[src/rtl/imem_loader_pkg.sv]
// Shared definitions for the instruction-memory loader and the fetch unit:
// FSM encoding, fetch base address, header length and per-state status flags.
package imem_loader_pkg;

  typedef enum logic [2:0] {
    S_IDLE   = 3'd0,
    S_HDR_HI = 3'd1,
    S_HDR_LO = 3'd2,
    S_DATA   = 3'd3,
    S_CSUM   = 3'd4,
    S_DONE   = 3'd5,
    S_ERR    = 3'd6
  } state_t;

  localparam logic [31:0] IM_BASE = 32'h0000_3000;
  localparam int          HDR_LEN = 2;

  typedef struct packed {
    logic in_ready;
    logic busy;
    logic done;
    logic err;
    logic cpu_hold;
  } status_t;

  // Status flags are a pure function of the state being entered, so the
  // loader can register them alongside the state itself.
  function automatic status_t status_of(state_t s);
    status_t r;
    r          = '0;
    r.in_ready = (s == S_HDR_HI) || (s == S_HDR_LO) || (s == S_DATA) || (s == S_CSUM);
    r.busy     = r.in_ready;
    r.done     = (s == S_DONE);
    r.err      = (s == S_ERR);
    r.cpu_hold = (s != S_DONE);
    return r;
  endfunction

  // Fetch address of a byte held in instruction memory.
  function automatic logic [31:0] fetch_addr(logic [31:0] byte_addr);
    return IM_BASE + byte_addr;
  endfunction

endpackage

[src/rtl/imem_loader_if.sv]
// Byte stream into the loader and byte-write port out to instruction memory.
// Handshake: a byte moves on a rising clk edge where in_valid and in_ready are both high.
interface imem_loader_if #(
  parameter int ADDR_W = 10
) ();
  logic              in_valid;
  logic [7:0]        in_data;
  logic              in_ready;
  logic              im_we;
  logic [ADDR_W-1:0] im_addr;
  logic [7:0]        im_wdata;

  modport master (
    input  in_valid, in_data,
    output in_ready, im_we, im_addr, im_wdata
  );

  modport slave (
    output in_valid, in_data,
    input  in_ready, im_we, im_addr, im_wdata
  );
endinterface

[src/rtl/imem_loader.sv]
// Loads a counted, checksummed byte stream into instruction memory while
// holding the processor in reset; releases it once the checksum matches.
module imem_loader
  import imem_loader_pkg::*;
#(
  parameter int IM_BYTES = 1024,
  parameter int ADDR_W   = 10
) (
  input  logic            clk,
  input  logic            reset,
  input  logic            start,
  imem_loader_if.master   bus,
  output logic            cpu_hold,
  output logic            busy,
  output logic            done,
  output logic            err,
  output state_t          state_dbg
);

  localparam int          CNT_W     = ADDR_W + 1;
  localparam logic [15:0] MAX_WORDS = 16'(IM_BYTES / 4);

  state_t           state;
  status_t          st;
  logic [7:0]       count_hi;
  logic [CNT_W-1:0] byte_cnt;
  logic [CNT_W-1:0] total_bytes;
  logic [7:0]       sum;
  logic [15:0]      n_words;

  assign n_words      = {count_hi, bus.in_data};
  assign bus.in_ready = st.in_ready;
  assign cpu_hold     = st.cpu_hold;
  assign busy         = st.busy;
  assign done         = st.done;
  assign err          = st.err;
  assign state_dbg    = state;

  // in_ready is high exactly in the accepting states, so in_valid alone
  // marks a transfer inside those branches.
  always_ff @(posedge clk or posedge reset) begin
    if (reset) begin
      state        <= S_IDLE;
      st           <= status_of(S_IDLE);
      count_hi     <= '0;
      byte_cnt     <= '0;
      total_bytes  <= '0;
      sum          <= '0;
      bus.im_we    <= 1'b0;
      bus.im_addr  <= '0;
      bus.im_wdata <= '0;
    end else begin
      bus.im_we <= 1'b0;
      case (state)
        S_IDLE, S_DONE, S_ERR: begin
          if (start) begin
            state    <= S_HDR_HI;
            st       <= status_of(S_HDR_HI);
            byte_cnt <= '0;
            sum      <= '0;
          end
        end
        S_HDR_HI: begin
          if (bus.in_valid) begin
            count_hi <= bus.in_data;
            state    <= S_HDR_LO;
            st       <= status_of(S_HDR_LO);
          end
        end
        S_HDR_LO: begin
          if (bus.in_valid) begin
            total_bytes <= CNT_W'({n_words, 2'b00});
            if (n_words > MAX_WORDS) begin
              state <= S_ERR;
              st    <= status_of(S_ERR);
            end else if (n_words == 16'd0) begin
              state <= S_CSUM;
              st    <= status_of(S_CSUM);
            end else begin
              state <= S_DATA;
              st    <= status_of(S_DATA);
            end
          end
        end
        S_DATA: begin
          if (bus.in_valid) begin
            bus.im_we    <= 1'b1;
            bus.im_addr  <= byte_cnt[ADDR_W-1:0];
            bus.im_wdata <= bus.in_data;
            sum          <= sum + bus.in_data;
            byte_cnt     <= byte_cnt + 1'b1;
            if (byte_cnt + 1'b1 == total_bytes) begin
              state <= S_CSUM;
              st    <= status_of(S_CSUM);
            end
          end
        end
        S_CSUM: begin
          if (bus.in_valid) begin
            if (8'(sum + bus.in_data) == 8'd0) begin
              state <= S_DONE;
              st    <= status_of(S_DONE);
            end else begin
              state <= S_ERR;
              st    <= status_of(S_ERR);
            end
          end
        end
        default: begin
          state <= S_IDLE;
          st    <= status_of(S_IDLE);
        end
      endcase
    end
  end

endmodule

[src/flat_wrapper.sv]
// flat-port wrapper written by rule: the top's interface ports become plain ports
module imem_loader_flat import imem_loader_pkg::*;
#(
  parameter int IM_BYTES = 1024,
  parameter int ADDR_W   = 10
)
  (clk, reset, start, cpu_hold, busy, done, err, state_dbg, bus_in_valid, bus_in_data, bus_in_ready, bus_im_we, bus_im_addr, bus_im_wdata);
  imem_loader_if #(.ADDR_W(ADDR_W)) bus_i ();
  input  logic clk;
  input  logic reset;
  input  logic start;
  output logic cpu_hold;
  output logic busy;
  output logic done;
  output logic err;
  output state_t state_dbg;
  input wire logic [$bits(bus_i.in_valid)-1:0] bus_in_valid;
  input wire logic [$bits(bus_i.in_data)-1:0] bus_in_data;
  output wire logic [$bits(bus_i.in_ready)-1:0] bus_in_ready;
  output wire logic [$bits(bus_i.im_we)-1:0] bus_im_we;
  output wire logic [$bits(bus_i.im_addr)-1:0] bus_im_addr;
  output wire logic [$bits(bus_i.im_wdata)-1:0] bus_im_wdata;
  assign bus_i.in_valid = bus_in_valid;
  assign bus_i.in_data = bus_in_data;
  assign bus_in_ready = bus_i.in_ready;
  assign bus_im_we = bus_i.im_we;
  assign bus_im_addr = bus_i.im_addr;
  assign bus_im_wdata = bus_i.im_wdata;
  imem_loader #(.IM_BYTES(IM_BYTES), .ADDR_W(ADDR_W)) u_core (.clk(clk), .reset(reset), .start(start), .bus(bus_i), .cpu_hold(cpu_hold), .busy(busy), .done(done), .err(err), .state_dbg(state_dbg));
endmodule
[config.mk]
export PLATFORM = sky130hd
export DESIGN_NAME = imem_loader_flat
export DESIGN_NICKNAME = d
export VERILOG_FILES = /design/src/rtl/imem_loader_pkg.sv /design/src/rtl/imem_loader_if.sv /design/src/rtl/imem_loader.sv /design/src/flat_wrapper.sv
export SDC_FILE = /design/constraint.sdc
export NUM_CORES = 1
export LEC_CHECK = 0
export BUFFER_PORTS_ARGS = -buffer_cell sky130_fd_sc_hd__clkbuf_2
export CAP_MARGIN = 25
export CELL_PAD_IN_SITES_DETAIL_PLACEMENT = 1
export CELL_PAD_IN_SITES_GLOBAL_PLACEMENT = 2
export CORE_MARGIN = 10
export CORE_UTILIZATION = 30
export CTS_CLUSTER_SIZE = 8
export DETAILED_ROUTE_END_ITERATION = 10
export PLACE_DENSITY_LB_ADDON = 0.25
export SLEW_MARGIN = 25
export SYNTH_ARGS = -nofsm -noshare
export SYNTH_HDL_FRONTEND = slang
export SYNTH_SLANG_ARGS = --single-unit
[constraint.sdc]
create_clock -name clk -period 3.26 [get_ports clk]
set_input_delay 0.489 -clock clk [delete_from_list [all_inputs] [get_ports clk]]
set_output_delay 0.489 -clock clk [all_outputs]
set_load 0.02 [all_outputs]
==> metrics.txt <==
status finished, final reports clean; largest net degree at the start of global routing 33; Netlist cell types 56; routed wl met2 4020 um; power per cell area 862 nW/um^2; Die Y 126 um; n_diodes 0; crit path kind reg2reg; num rows 38; dpl cells 511; Routed Antenna Nets 0; setup slack, reg-to-reg 0.42 ns; post-synthesis register bit count 62; CP max stage delay 0.42 ns; Hold Buf Count CTS 0; total core area 10900 sq um; DRC violations left 0; Critical Path RT 3.49 ns; PortBufs 38; aggregate routed wire length 9000 um; mean post-synth cell area 9.77 sq um; TritonCTS Sinks 62; Rel. slew slack 0.520; 1st-iter DRT viols 92; met1 wire length 4500 um; RSZ-0062 raised after global routing no; Worst-Margin Slew 0.719 ns; post-CTS setup buffer count 0; fin cells 525; vias per cell 5.11; worst clock skew 0.00616 ns; FFs w/ async S/R, synth 1.00; # IOs 39; CP bufs+invs 0; WL met3 369 um; Post-Synthesis Net Count 365; Crit. Startpoint u_core.sum[0]; Num CTS Buffers 9; Clock Pin Slew Worst Setup and Hold Paths 0.07 ns; crit path max fanout 4; worst hold slack 0.246 ns; YS warnings 0; share of cells above drive strength 1 0.218; Setup TNS 0 ns; sequential share of the synthesized area 0.462; Core Util, Final 0.355; # H-tree levels 3; grt ovf 0; most common cell after layout, fill and taps aside nand2_1; area delta synth->final 15.0%; top-area cell type share of the netlist area 0.454; Die W 126 um; leading register cell type out of synthesis dfrtp_1; CP cell instances ha_1 -> fa_1 -> xor2_1 -> or3_1 -> or3_1 -> nor4_2 -> nor2_1 -> a221o_1; worst reg2reg path startpoint u_core.sum[0]; Die Area 15800 sq um; finished layout cell area 3860 sq um; WL per Instance 17.1 um; VDD IR max 308 uV; Worst setup SP type flop; Final Max Slew Viols 0; Critical Path Most Common Cell or3_1; LEAKAGE 1.79 nW; top cells by area, synth dfrtp_1 (45%), nand2_1 (7.7%), mux2_2 (5.7%); # setup viols final 0; first-pass GRT wire length 15400 um; root buf cell clkbuf_8; post-cts resize count 0; Tcrit/Tclk final 0.871; placed instance area 3690 sq um; placer congestion estimate 0.800; Starting Density 0.309; top cell type by total area after synthesis dfrtp_1; critical path endpoint category flop; final worst path period need 2.84 ns; Post-Synthesis Cell Area 3360 sq um; Top Metal Used met4; slowest CP cell fa_1; initial antenna violation count 0; routed vias 2683; most frequent cells in the layout nand2_1 (69), dfrtp_1 (61), clkbuf_2 (38), o21ai_0 (18), mux2_2 (17); critical path arrival 3.07 ns; Skew-Pair Late Insertion Delay 0.34 ns; Max Cap Viol 0; Max Fclk 0.352 GHz; final hold violations 0; CTS max path bufs 2; Tot GR Track Use 0.117; synthesized instance count 344; CP delay by family, top simple AND/OR/NAND/NOR gates; Hold WC Path Type in2async; vias in the first global route 2899; number of flops mapped to enable cells by yosys 0; DP Wirelength 6520 um; nets@finish 403; 1st-pass router iterations 4; TritonCTS clock tree built
[cells in the mapped netlist (all sizes together) (3+ instances only)]
cell / n
a211oi: 5
a21boi: 3
a21oi: 9
a22o: 9
and2: 3
and3: 5
buf: 7
clkbuf: 13
dfrtp: 61
ha: 8
inv: 4
mux2: 19
nand2: 69
nand3: 9
nand4: 3
nor2: 15
nor2b: 3
nor3: 7
nor4: 5
o21a: 3
o21ai: 19
o31ai: 10
or3: 4
xnor2: 10
xor2: 10
[layout make-up]
cell class / count / area, sq um
Clock buffer: 12 / 135
Clock inverter: 2 / 35.0
Fill cell: 1235 / 7020
Inverter: 5 / 18.8
Multi-Input combinational cell: 257 / 1690
Sequential cell: 62 / 1550
Tap cell: 140 / 175
Timing Repair Buffer: 47 / 258
[per-layer routing]
metal	vias to the layer above	GRT usage
met5	-	0
met4	0	0.0301
met3	9	0.0348
met2	38	0.178
met1	1335	0.158
li1	1301	-
[state kept, by name (all words and copies together), names as in the netlist]
name / cells
u_core.count_hi: 8
u_core.byte_cnt: 11
u_core.cpu_hold: 1
u_core.bus.im_wdata: 8
u_core.sum: 8
u_core.done: 1
u_core.total_bytes: 9
u_core.bus.in_ready: 1
u_core.state_dbg: 3
u_core.bus.im_we: 1
u_core.err: 1
u_core.bus.im_addr: 10
[logic make-up (layout without fill, tap and decap cells)]
family | Yosys count | after routing | share of synthesized area
and+or+nand+nor | 132 | 132 | 0.185
AOI/OAI and AO/OA | 77 | 77 | 0.166
DFF | 62 | 62 | 0.462
buffers and inverters | 25 | 66 | 0.0350
xor gates and xnor gates | 20 | 20 | 0.0521
muxes | 19 | 19 | 0.0637
adders and majority gates | 9 | 9 | 0.0358
[path summary, 6_finish.rpt]
path | endpoint | cells past startpoint
worst max-delay path | u_core.state_dbg[1] | 8
worst min-delay path | u_core.bus.in_ready | 2
worst max register to register | u_core.state_dbg[1] | 8
worst min register to register | u_core.cpu_hold | 2
max in group asynchronous | u_core.bus.im_wdata[7] | 3
min in group clk | u_core.bus.im_wdata[0] | 3
[per-stage QoR]
stage | worst slack [ns] | total power [W]
final | 0.419 | 0.00333
after global routing | 0.257 | 0.00361
after floorplan | 0.540 | 0.00230
after global placement | 0.226 | 0.00270
after detailed placement | 0.156 | 0.00273
after CTS | 0.405 | 0.00339
[where the power goes]
| group | leakage [nW] | switching (W) | internal (W) | total, W |
|---|---|---|---|---|
| Combinational | 0.905 | 0.000775 | 0.000627 | 0.00140 |
| Clock | 0.0863 | 0.000296 | 0.000345 | 0.000641 |
| Sequential | 0.796 | 0.000263 | 0.00103 | 0.00129 |
Note: power is estimated with default switching activity, not from simulation.
